$ cat src/rtl/prpg_pkg.sv
// Shared opcode/state enums and constants for the PRPG engine.
package prpg_pkg;

    typedef enum logic [3:0] {
        OP_CFG_TAP   = 4'd0,
        OP_INIT_L    = 4'd1,
        OP_CFG_RULE  = 4'd2,
        OP_INIT_C    = 4'd3,
        OP_SET_ADDR  = 4'd4,
        OP_ADD_ADDR  = 4'd5,
        OP_RUN_L     = 4'd6,
        OP_RUN_C     = 4'd7,
        OP_BATCH_L   = 4'd8,
        OP_BATCH_C   = 4'd9,
        OP_ST_L      = 4'd10,
        OP_ST_C      = 4'd11,
        OP_CLR_STATS = 4'd12,
        OP_HALT      = 4'd13
    } op_e;

    typedef enum logic [1:0] {
        S_IDLE,
        S_RUN,
        S_BATCH,
        S_HALT
    } state_e;

    localparam int HD_SUM_W = 16;

endpackage

$ cat src/rtl/prpg_step.sv
// Combinational next-state logic: Galois LFSR step, cyclic CA step, and
// Hamming distance between the current and next LFSR states.
module prpg_step #(
    parameter int W = 8
) (
    input  logic [W-1:0]           lfsr_q,
    input  logic [W-2:0]           tap,
    input  logic [W-1:0]           ca_q,
    input  logic [7:0]             rule,
    output logic [W-1:0]           lfsr_next,
    output logic [W-1:0]           ca_next,
    output logic [$clog2(W+1)-1:0] hd
);

    localparam int HW = $clog2(W+1);

    logic [W-1:0] diff;
    logic [2:0]   nb;

    always_comb begin
        lfsr_next    = '0;
        lfsr_next[0] = lfsr_q[W-1];
        for (int unsigned k = 0; k < W - 1; k++) begin
            lfsr_next[k+1] = lfsr_q[k] ^ (tap[k] & lfsr_q[W-1]);
        end
    end

    // Neighbourhood index is {right, self, left} with wrap-around at both ends.
    always_comb begin
        ca_next = '0;
        nb      = '0;
        for (int unsigned i = 0; i < W; i++) begin
            nb         = {ca_q[(i + 1) % W], ca_q[i], ca_q[(i + W - 1) % W]};
            ca_next[i] = rule[nb];
        end
    end

    always_comb begin
        diff = lfsr_q ^ lfsr_next;
        hd   = '0;
        for (int unsigned i = 0; i < W; i++) begin
            hd = hd + {{(HW-1){1'b0}}, diff[i]};
        end
    end

endmodule

$ cat src/rtl/prpg_engine.sv
// PRPG engine top: command decoder, run/batch FSM and pattern-RAM write port.
// Optional Hamming statistics are enabled by defining PRPG_HD_STATS_EN.
module prpg_engine
    import prpg_pkg::*;
#(
    parameter int W     = 8,
    parameter int AW    = 8,
    parameter int ARG_W = 16
) (
    input  logic                   clk,
    input  logic                   rst,
    input  logic                   cmd_valid,
    output logic                   cmd_ready,
    input  logic [3:0]             cmd_op,
    input  logic [ARG_W-1:0]       cmd_arg,
    output logic                   busy,
    output logic                   done,
    output logic                   halted,
    output logic [W-1:0]           lfsr_q,
    output logic [W-1:0]           ca_q,
    output logic                   mem_we,
    output logic [AW-1:0]          mem_addr,
    output logic [W-1:0]           mem_wdata,
    output logic [$clog2(W+1)-1:0] hd_last,
    output logic [HD_SUM_W-1:0]    hd_sum,
    output logic [HD_SUM_W-1:0]    step_cnt
);

    localparam int HW = $clog2(W+1);

    state_e           state;
    op_e              op;
    logic [W-2:0]     tap;
    logic [7:0]       rule;
    logic [W-1:0]     lfsr;
    logic [W-1:0]     ca;
    logic [AW-1:0]    addr;
    logic [ARG_W-1:0] cnt;
    logic             sel_ca;
    logic [W-1:0]     lfsr_next;
    logic [W-1:0]     ca_next;

`ifdef PRPG_HD_STATS_EN
    logic [HW-1:0] hd;
`else
    logic [HW-1:0] hd_unused;
`endif

    assign op        = op_e'(cmd_op);
    assign cmd_ready = (state == S_IDLE);
    assign busy      = (state == S_RUN) || (state == S_BATCH);
    assign halted    = (state == S_HALT);
    assign lfsr_q    = lfsr;
    assign ca_q      = ca;

    prpg_step #(
        .W (W)
    ) u_step (
        .lfsr_q    (lfsr),
        .tap       (tap),
        .ca_q      (ca),
        .rule      (rule),
        .lfsr_next (lfsr_next),
        .ca_next   (ca_next),
`ifdef PRPG_HD_STATS_EN
        .hd        (hd)
`else
        .hd        (hd_unused)
`endif
    );

    always_ff @(posedge clk) begin
        if (rst) begin
            state     <= S_IDLE;
            tap       <= '0;
            rule      <= '0;
            lfsr      <= '0;
            ca        <= '0;
            addr      <= '0;
            cnt       <= '0;
            sel_ca    <= 1'b0;
            done      <= 1'b0;
            mem_we    <= 1'b0;
            mem_addr  <= '0;
            mem_wdata <= '0;
        end else begin
            done   <= 1'b0;
            mem_we <= 1'b0;
            case (state)
                S_IDLE: begin
                    if (cmd_valid) begin
                        done <= 1'b1;
                        case (op)
                            OP_CFG_TAP:  tap  <= cmd_arg[W-2:0];
                            OP_INIT_L:   lfsr <= cmd_arg[W-1:0];
                            OP_CFG_RULE: rule <= cmd_arg[7:0];
                            OP_INIT_C:   ca   <= cmd_arg[W-1:0];
                            OP_SET_ADDR: addr <= cmd_arg[AW-1:0];
                            OP_ADD_ADDR: addr <= addr + cmd_arg[AW-1:0];
                            OP_RUN_L, OP_RUN_C, OP_BATCH_L, OP_BATCH_C: begin
                                sel_ca <= (op == OP_RUN_C) || (op == OP_BATCH_C);
                                // A zero count completes immediately without stepping.
                                if (cmd_arg != '0) begin
                                    done  <= 1'b0;
                                    cnt   <= cmd_arg;
                                    state <= ((op == OP_BATCH_L) || (op == OP_BATCH_C))
                                             ? S_BATCH : S_RUN;
                                end
                            end
                            OP_ST_L: begin
                                mem_we    <= 1'b1;
                                mem_addr  <= addr;
                                mem_wdata <= lfsr;
                            end
                            OP_ST_C: begin
                                mem_we    <= 1'b1;
                                mem_addr  <= addr;
                                mem_wdata <= ca;
                            end
                            OP_HALT: state <= S_HALT;
                            default: ;
                        endcase
                    end
                end
                S_RUN, S_BATCH: begin
                    if (sel_ca) ca <= ca_next;
                    else        lfsr <= lfsr_next;
                    if (state == S_BATCH) begin
                        mem_we    <= 1'b1;
                        mem_addr  <= addr;
                        mem_wdata <= sel_ca ? ca_next : lfsr_next;
                        addr      <= addr + AW'(1);
                    end
                    cnt <= cnt - ARG_W'(1);
                    if (cnt == ARG_W'(1)) begin
                        state <= S_IDLE;
                        done  <= 1'b1;
                    end
                end
                S_HALT: ;
                default: state <= S_IDLE;
            endcase
        end
    end

`ifdef PRPG_HD_STATS_EN
    localparam int SW1 = HD_SUM_W + 1;

    logic           lfsr_adv;
    logic           clr;
    logic [SW1-1:0] sum_ext;

    assign lfsr_adv = busy && !sel_ca;
    assign clr      = (state == S_IDLE) && cmd_valid && (op == OP_CLR_STATS);
    assign sum_ext  = {1'b0, hd_sum} + SW1'(hd);

    always_ff @(posedge clk) begin
        if (rst || clr) begin
            hd_last  <= '0;
            hd_sum   <= '0;
            step_cnt <= '0;
        end else if (lfsr_adv) begin
            hd_last  <= hd;
            hd_sum   <= sum_ext[HD_SUM_W] ? '1 : sum_ext[HD_SUM_W-1:0];
            if (step_cnt != '1) step_cnt <= step_cnt + HD_SUM_W'(1);
        end
    end
`else
    assign hd_last  = '0;
    assign hd_sum   = '0;
    assign step_cnt = '0;
`endif

endmodule
$ cat config.mk
export PLATFORM = sky130hd
export DESIGN_NAME = prpg_engine
export DESIGN_NICKNAME = d
export VERILOG_FILES = /design/src/rtl/prpg_pkg.sv /design/src/rtl/prpg_step.sv /design/src/rtl/prpg_engine.sv
export SDC_FILE = /design/constraint.sdc
export NUM_CORES = 1
export LEC_CHECK = 0
export CAP_MARGIN = 10
export CORE_MARGIN = 1
export CORE_UTILIZATION = 31
export CTS_BUF_LIST = sky130_fd_sc_hd__clkbuf_16
export DETAILED_ROUTE_END_ITERATION = 7
export SLEW_MARGIN = 5
export SYNTH_ARGS = -nofsm -noshare
export SYNTH_HDL_FRONTEND = slang
export SYNTH_HIERARCHICAL = 1
export SYNTH_SLANG_ARGS = --single-unit
$ cat constraint.sdc
create_clock -name clk -period 2.7 [get_ports clk]
set_input_delay 0.405 -clock clk [delete_from_list [all_inputs] [get_ports clk]]
set_output_delay 0.405 -clock clk [all_outputs]
set_load 0.05 [all_outputs]
Yosys cells after proc, flatten, opt, wreduce, memory -nomap -nowiden
Cells that the tools add are included.
- register bits after elaboration: 76
- output and inout bits: 73
- word-level logic and storage cells: 143
- add/subtract/negate cells: 3
- order comparisons: 8
- equality and inequality tests: 30
- mux-type cells: 56
- bitwise logic cells: 14
- reduce and logical (&&, ||, !) cells: 20
- operators with widths (kind ; count):
    $mux 8 ; 14
    $pmux 8 s2 ; 7
    $mux 16 ; 3
    $lt 3x4->1 const B ; 8
    $pmux 16 s2 ; 1
    $bmux 1 s3 ; 8
    $reduce_and 4->1 ; 6
    $eq 4x4->1 const B ; 5
    $eq 16x1->1 const B ; 1
    $eq 4x3->1 const B ; 4
    $reduce_bool 16->1 ; 1
    $sub 16x1->16 const B ; 1
    $mux 1 ; 15
    $ne 2x2->1 const B ; 6
    $ne 3x1->1 const B ; 3
    $reduce_and 3->1 ; 3
    $add 8x1->8 const B ; 1
    $add 8x8->8 ; 1
    $eq 4x2->1 const B ; 2
    $mux 2 ; 4
    $ne 2x1->1 const B ; 4
    $pmux 2 s2 ; 2
    $and 1x1->1 ; 7
    $xor 1x1->1 ; 7
    other kinds (12) ; 17

Longest topological paths before layout
Gate-level depths: netlist of run 1.
- depth after elaboration: 7
- gate-level depth with buffers: 11
- gate-level depth less buffers: 9

Modules after synthesis
The synthesis of run 1 kept the hierarchy.
- modules (own cells, without submodules) (module ; instances ; cells an instance ; area each (µm²) ; sequential area each (µm²)):
    prpg_engine ; 1 ; 575 ; 4621.9 ; 1521.5
    prpg_step ; 1 ; 115 ; 938.4 ; 0.0

Least setup slack after synthesis of run 1
No wires, ideal clock.
- kind: reg2reg
- start point: reg state[1]
- end point: reg addr[0]
- data arrival time: 2.556 ns
- required time: 2.572 ns
- path slack: 0.017 ns
- cell stages (with the launch flop): 12
- period minus slack after synthesis: 2.683 ns
- cells stage by stage: dfxtp_1 inv_1 ha_1 buf_2 nor2b_1 or2_1 clkbuf_1 a211o_1 clkbuf_1 nor3_1 a211oi_1 nor2_1
- elaborated cells between the ends (all ways): 10
- those cells by class: eq/ne (5); mux (1); reduce/logical (4)
- RTL lines (element ; line ; source):
    start: declaration ; prpg_engine.sv:31 ; state_e state;
    start signal: assignment ; prpg_engine.sv:106 ; state <= ((op == OP_BATCH_L) || (op == OP_BATCH_C))
    $logic_not 2->1 (*) ; - ;
    via cmd_ready ; prpg_engine.sv:13 ; output logic cmd_ready,
    $ne 3x1->1 (no source line), or another cell as far along ; - ;
    $reduce_and 4->1 (no source line) ; - ;
    end signal: assignment ; prpg_engine.sv:98 ; OP_SET_ADDR: addr <= cmd_arg[AW-1:0];
    end signal: assignment ; prpg_engine.sv:99 ; OP_ADD_ADDR: addr <= addr + cmd_arg[AW-1:0];
    end signal: assignment ; prpg_engine.sv:132 ; addr <= addr + AW'(1);
    end: declaration ; prpg_engine.sv:37 ; logic [AW-1:0] addr;
Mark *: on every way through the listed nets, which the timed path passes. The rest lies on a longest branch.
A chain may end at the register's enable or synchronous reset.

Worst setup path after layout of run 1
- start point: reg state[1]
- end point: out busy
- cells in the longest elaborated chain, start to end: 2
- elaborated cells between the ends (all ways): 3
- those cells by class: eq/ne (2); reduce/logical (1)
- ends and longest elaborated chain (element ; line ; source):
    $eq 2x1->1 or $eq 2x2->1 (tied branches) ; prpg_engine.sv:51 ; assign busy = (state == S_RUN) || (state == S_BATCH);
    $logic_or 1x1->1 (*) ; prpg_engine.sv:51 ;
    end: declaration ; prpg_engine.sv:16 ; output logic busy,
Mark *: on every way between the ends. The rest lies on a longest branch, timed or not.

==> results.yml, run 1 <==
layout:
  final_cell_area_sq_um: 6420
  area_delta_synth_final_pct: 20.3
  nFillCells: 1777
  drive_gt1_share_pct: 9.77
  fin_util_pct: 38.4
  fin_cells: 947
  nets: 759
  diodes: 0
critical_path:
  crit_type: "reg -> out"
  path_cells: "inv_1 > ha_2 > clkdlybuf4s50_1"
  crit_required_ns: 2.30
  slowest_stage: "clkdlybuf4s50_1"
  path_buf_inv: 2
  cp_data_arrival_time_ns: 2.06
  setup.worst_path.start_class: "register"
  crit_path_end_kind: "output pin"
  crit_fanout: 4
  cpLargestDelayFamily: "buffers and inverters"
  slowest_delay_ns: 0.83
logic_synthesis:
  yosys_warnings: 6
  syn_area_sq_um: 5330
  avgSynthCellArea_sq_um: 7.99
  synthCells: 667
global_route:
  grt_pass1_vias: 4426
  grt_antenna_before_repair: 0
  grt_pass1_wl_um: 23800
  grt_usage_pct: 16.9
  grt_max_degree: 57
  grt-ovfl-total: 0
cts:
  cts_hold_buf: 0
  post_cts_resized: 0
  path_clk_slew_ns: 0.06
  cts_tree: "yes"
  insertion_delay_ns: 0.35
  h-tree-depth: 3
  post_cts_buffers: 0
  numClockSinks: 76
  cts_inserted_buffers: 9
  clock-root-buffer: "clkbuf_16"
  cts_buffer_depth: 2
place:
  port_buffers: 59
  place_ws_ns: 0.110
  placed_area_sq_um: 6100
  place_congestion: 0.853
  dp.cells: 931
  dp_hpwl_um: 10700
timing:
  drv_slew: 0
  fin_crit_sh_pct: 91.3
  worst_slack_ns: 0.235
  setup_violations: 0
  relSlewSlack_pct: 48.9
  setup_tns_ns: 0
  max_freq_mhz: 406
  fin_worst_skew_ns: 0.00644
  rsz0062_at_grt: "false"
  hold_violations: 0
  fin_crit_ns: 2.47
  worst_pin_slew_ns: 0.767
die:
  die_h_um: 133
  fp.dieArea_sq_um: 17700
  fp.dieW_um: 133
  initial_core_util_pct: 31.9
  ios: 96
  rows: 47
  fp.coreArea_sq_um: 16700
routing:
  ant_nets: 0
  drt-total-wl_um: 14600
  dr.first_iter.drc_count: 333
  drt_pre_antenna_iters: 5
  vias_per_cell: 5.14
  dr_total_vias: 4869
  drcViolationCount: 0
  wl_per_cell_um: 15.4
outcome:
  status: "finished clean"
power_and_ir_drop:
  power.leakage_nw: 2.42
  powerDensity_nw_per_um2: 787
  irDropWorstVdd_v: 0.000243
flow_run:
  maxCapViolCount: 0
hold_path:
  hp-class: "reg -> reg"
-- through the flow --
| stage | total power, mW | hold WS, ns |
|---|---|---|
| 2_1_floorplan | 3.19 | 0.457 |
| 3_3_place_gp | 3.74 | 0.473 |
| 3_5_place_dp | 3.75 | 0.477 |
| 4_1_cts | 5.07 | 0.487 |
| 5_1_grt | 5.35 | 0.518 |
| 6_report | 5.05 | 0.492 |
-- power breakdown --
group / switching [mW] / internal (mW)
logic: 1.38 / 0.836
clock network: 0.508 / 0.806
registers: 0.245 / 1.27
total: 2.13 / 2.91
-- metal layers --
| metal | routed length, um | part of all wire [%] | global-route usage (%) | up-vias |
|---|---|---|---|---|
| li1 | - | - | - | 2467 |
| met1 | 7090 | 49 | 23.7 | 2273 |
| met2 | 6510 | 45 | 26.0 | 113 |
| met3 | 785 | 5.4 | 3.23 | 16 |
| met4 | 222 | 1.5 | 5.18 | 0 |
| met5 | 0 | 0 | 0 | - |
-- area by class of cell --
| cell class | count | area (sq um) | share of cell area (%) |
|---|---|---|---|
| clock buffers | 9 | 225 | 3.51 |
| inverters | 22 | 82.6 | 1.29 |
| multi-input cells | 526 | 3390 | 52.8 |
| repair buffers | 87 | 833 | 13.0 |
| flip-flops and latches | 76 | 1520 | 23.7 |
| well taps | 220 | 275 | 4.29 |
| clock inverters | 7 | 92.6 | 1.44 |
-- tightest hold or removal path: cells and delay by family, from the launching register on --
family	cells	cell delay (ns)
AND/OR/NAND/NOR	1	0.06
flip-flops	1	0.33
AO/OA/AOI/OAI	1	0.05
-- registers in the layout (all words and copies together) (netlist names) --
signal	cells
ca_q	8
mem_we	1
mem_wdata	8
addr	8
state	2
lfsr_q	8
sel_ca	1
cnt	16
done	1
tap	7
rule	8
mem_addr	8
-- cells in the final DEF (no fill, tap or decap), types with 4 or more instances in the layout --
cell and instances:
nor2_1 94, dfxtp_1 76, clkdlybuf4s50_1 58, a21oi_1 56
mux2i_1 40, conb_1 36, nand2_1 35, buf_4 25
o21ai_1 24, a2111oi_0 23, a211oi_1 21, nor4_1 19
inv_1 18, nor2b_1 16, nand2b_1 15, nor3_1 15
ha_1 12, mux2_1 9, and3_1 9, clkbuf_16 9
o21ai_0 7, nand3_1 7, and2b_1 7, xnor2_2 6
o32ai_1 5, inv_2 5, a22oi_1 4, and2_1 4
a21boi_1 4
-- path summary, 6_finish.rpt --
| kind | endpoint | slack [ns] | from | depth (start not counted) |
|---|---|---|---|---|
| worst max register to register | addr[0] | 0.32 | state[1] | 8 |
| worst min-delay path | cnt[1] | 0.49 | cnt[1] | 2 |
| worst min register to register | cnt[1] | 0.49 | cnt[1] | 2 |
| worst max-delay path | busy | 0.23 | state[1] | 3 |
Power figures use the tool's default switching activity.
==> inputs of run 2 (changes only) <==
--- a/config.mk
+++ b/config.mk
@@ -10,6 +10,7 @@
 export CORE_UTILIZATION = 31
 export CTS_BUF_LIST = sky130_fd_sc_hd__clkbuf_16
 export DETAILED_ROUTE_END_ITERATION = 7
+export GPL_TIMING_DRIVEN = 0
 export SLEW_MARGIN = 5
 export SYNTH_ARGS = -nofsm -noshare
 export SYNTH_HDL_FRONTEND = slang
==> run 2 against run 1 <==
Effect of this change: fmax decreased by 4.8%; clock skew is 0.0024 ns higher; largest cell class unchanged; register-to-register slack got worse by 0.21 ns; design area increased by 3.4%; clock power shrank 7%; die area is the same; count of clock-buffer cells in the layout stayed put.
==> results.yml, run 2 (same netlist as run 1, synthesis figures left out) <==
global_route:
  grt_pass1_vias: 4721
  use_met3_pct: 2.70
  grt_busiest_layer: "met2"
  grt_max_degree: 14
  grt_usage_pct: 18.9
  use_met1_pct: 25.0
  use_met2_pct: 30.5
  grt_pass1_wl_um: 25900
  grt_antenna_before_repair: 0
  grt-ovfl-total: 0
layout:
  fin_util_pct: 39.7
  area_delta_synth_final_pct: 24.5
  final_cell_mix: "nor2_1 (94), dfxtp_1 (76), a21oi_1 (56)"
  diodes: 0
  drive_gt1_share_pct: 13.0
  layout.cells.most_common: "nor2_1"
  final_cell_area_sq_um: 6640
  largest_reg_flops: 16
  nets: 806
  largest_register: "cnt"
cts:
  cts_buffer_depth: 2
  cts_inserted_buffers: 9
  cts_tree: "yes"
  insertion_delay_ns: 0.35
  cts_hold_buf: 0
  h-tree-depth: 3
  path_clk_slew_ns: 0.06
  numClockSinks: 76
  clock-root-buffer: "clkbuf_16"
critical_path:
  slowest_delay_ns: 0.60
  crit_fanout: 10
  cp_data_arrival_time_ns: 2.85
  setup.worst_path.start_class: "register"
  crit_required_ns: 2.96
  crit_top_cell: "clkbuf_1"
  crit_type: "reg -> reg"
  path_cells: "inv_1 > ha_1 > clkbuf_1 > clkbuf_1 > a21oi_1 > a211oi_1"
  path_buf_inv: 3
  slowest_stage: "ha_1"
  crit_path_end_kind: "register"
  cpLargestDelayFamily: "buffers and inverters"
routing:
  dr.first_iter.drc_count: 324
  drt-total-wl_um: 16700
  vias_per_cell: 5.24
  drcViolationCount: 0
  wl_per_cell_um: 16.8
  ant_nets: 0
  drt_pre_antenna_iters: 6
  dr_total_vias: 5207
timing:
  fin_crit_ns: 2.59
  worst_pin_slew_ns: 0.786
  relSlewSlack_pct: 47.6
  hold_violations: 0
  fin_crit_sh_pct: 95.9
  fin_worst_skew_ns: 0.00887
  rsz0062_at_grt: "true"
  setup_violations: 0
  max_freq_mhz: 386
  drv_slew: 0
  setup_tns_ns: 0
  holdWs_ns: 0.409
outcome:
  status: "finished clean"
power_and_ir_drop:
  p_clk_share_pct: 23.9
  p_sw_share_pct: 44.2
  p_sw_mw: 2.26
  power_frac_comb_pct: 46.9
  internal-power_mw: 2.85
  powerDensity_nw_per_um2: 769
  irDropWorstVdd_v: 0.000293
  power_frac_seq_pct: 29.2
  power.leakage_nw: 2.59
die:
  rows: 47
  fp.dieW_um: 133
  fp.coreArea_sq_um: 16700
  die_h_um: 133
  initial_core_util_pct: 31.9
  ios: 96
  fp.dieArea_sq_um: 17700
place:
  port_buffers: 55
  place_congestion: 0.872
  placed_area_sq_um: 6290
  dp_hpwl_um: 12300
flow_run:
  maxCapViolCount: 0
hold_path:
  hp-class: "in -> reg"
-- run 2: cell count changes in the layout (fill, tap and decap cells not counted), moves of 5 or more --
| cell | before | now |
|---|---|---|
| buf_2 | 1 | 6 |
| clkbuf_2 | 0 | 7 |
| buf_6 | 0 | 5 |
| clkbuf_1 | 0 | 19 |
| clkdlybuf4s50_1 | 58 | 53 |
| buf_4 | 25 | 41 |
-- run 2: metrics by stage --
| stage | power (mW) | setup WS (ns) | instances |
|---|---|---|---|
| after detailed placement | 3.84 | -0.499 | 977 |
| after floorplan | 3.19 | 0.0167 | 702 |
| after global placement | 3.84 | -0.501 | 977 |
| after CTS | 5.09 | 0.0248 | 994 |
| after global routing | 5.39 | -0.0266 | 994 |
| final | 5.11 | 0.111 | 994 |
-- run 2: layer usage --
metal	part of all wire, %	vias up
li1	-	2548
met3	5.4	36
met5	0	-
met4	2.7	0
met2	46	177
met1	46	2446
-- run 2: power groups by stage --
stage | clock [mW] | combinational (mW) | sequential, mW
after floorplan | 0 | 1.50 | 1.68
after global placement | 0 | 2.32 | 1.51
after detailed placement | 0 | 2.34 | 1.51
after CTS | 1.24 | 2.37 | 1.48
after global routing | 1.29 | 2.58 | 1.51
final | 1.22 | 2.40 | 1.49
-- run 2: worst min-delay path: cells and delay by family --
family                 cells  cell delay (ns)
buffers and inverters      1             0.13
AOI/OAI and AO/OA          1             0.10
and+or+nand+nor            1             0.07
-- run 2: worst paths after layout --
path         startpoint  cells past startpoint  slack, ns       end
max            state[1]                      6       0.11   ca_q[0]
min           cmd_op[2]                      3       0.41  state[0]
max reg2reg    state[1]                      6       0.11   ca_q[0]
min reg2reg      cnt[4]                      2       0.49    cnt[4]
-- run 2: repair_timing --
item / CTS / global route
cloned: 0 / 0
buffers inserted: 1 / 1
pin swaps: 1 / 0
endpoints found under the setup margin: 27 / 28
resized for setup: 9 / 8
-- run 2: area by class of cell --
type                            count  area, sq um
Multi-Input combinational cell    526         3410
Tap cell                          220          275
Clock buffer                        9          225
Timing Repair Buffer               57          567
Buffer                             77          489
Inverter                           22         82.6
Fill cell                        1759        10100
Clock inverter                      7         67.6
Sequential cell                    76         1520
==> inputs of run 3 (changes only) <==
--- a/config.mk
+++ b/config.mk
@@ -5,7 +5,7 @@
 export SDC_FILE = /design/constraint.sdc
 export NUM_CORES = 1
 export LEC_CHECK = 0
-export CAP_MARGIN = 10
+export CAP_MARGIN = 20
 export CORE_MARGIN = 1
 export CORE_UTILIZATION = 31
 export CTS_BUF_LIST = sky130_fd_sc_hd__clkbuf_16
==> results of run 3 <==
The final DEF is identical to that of run 2; final timing and power are the same.
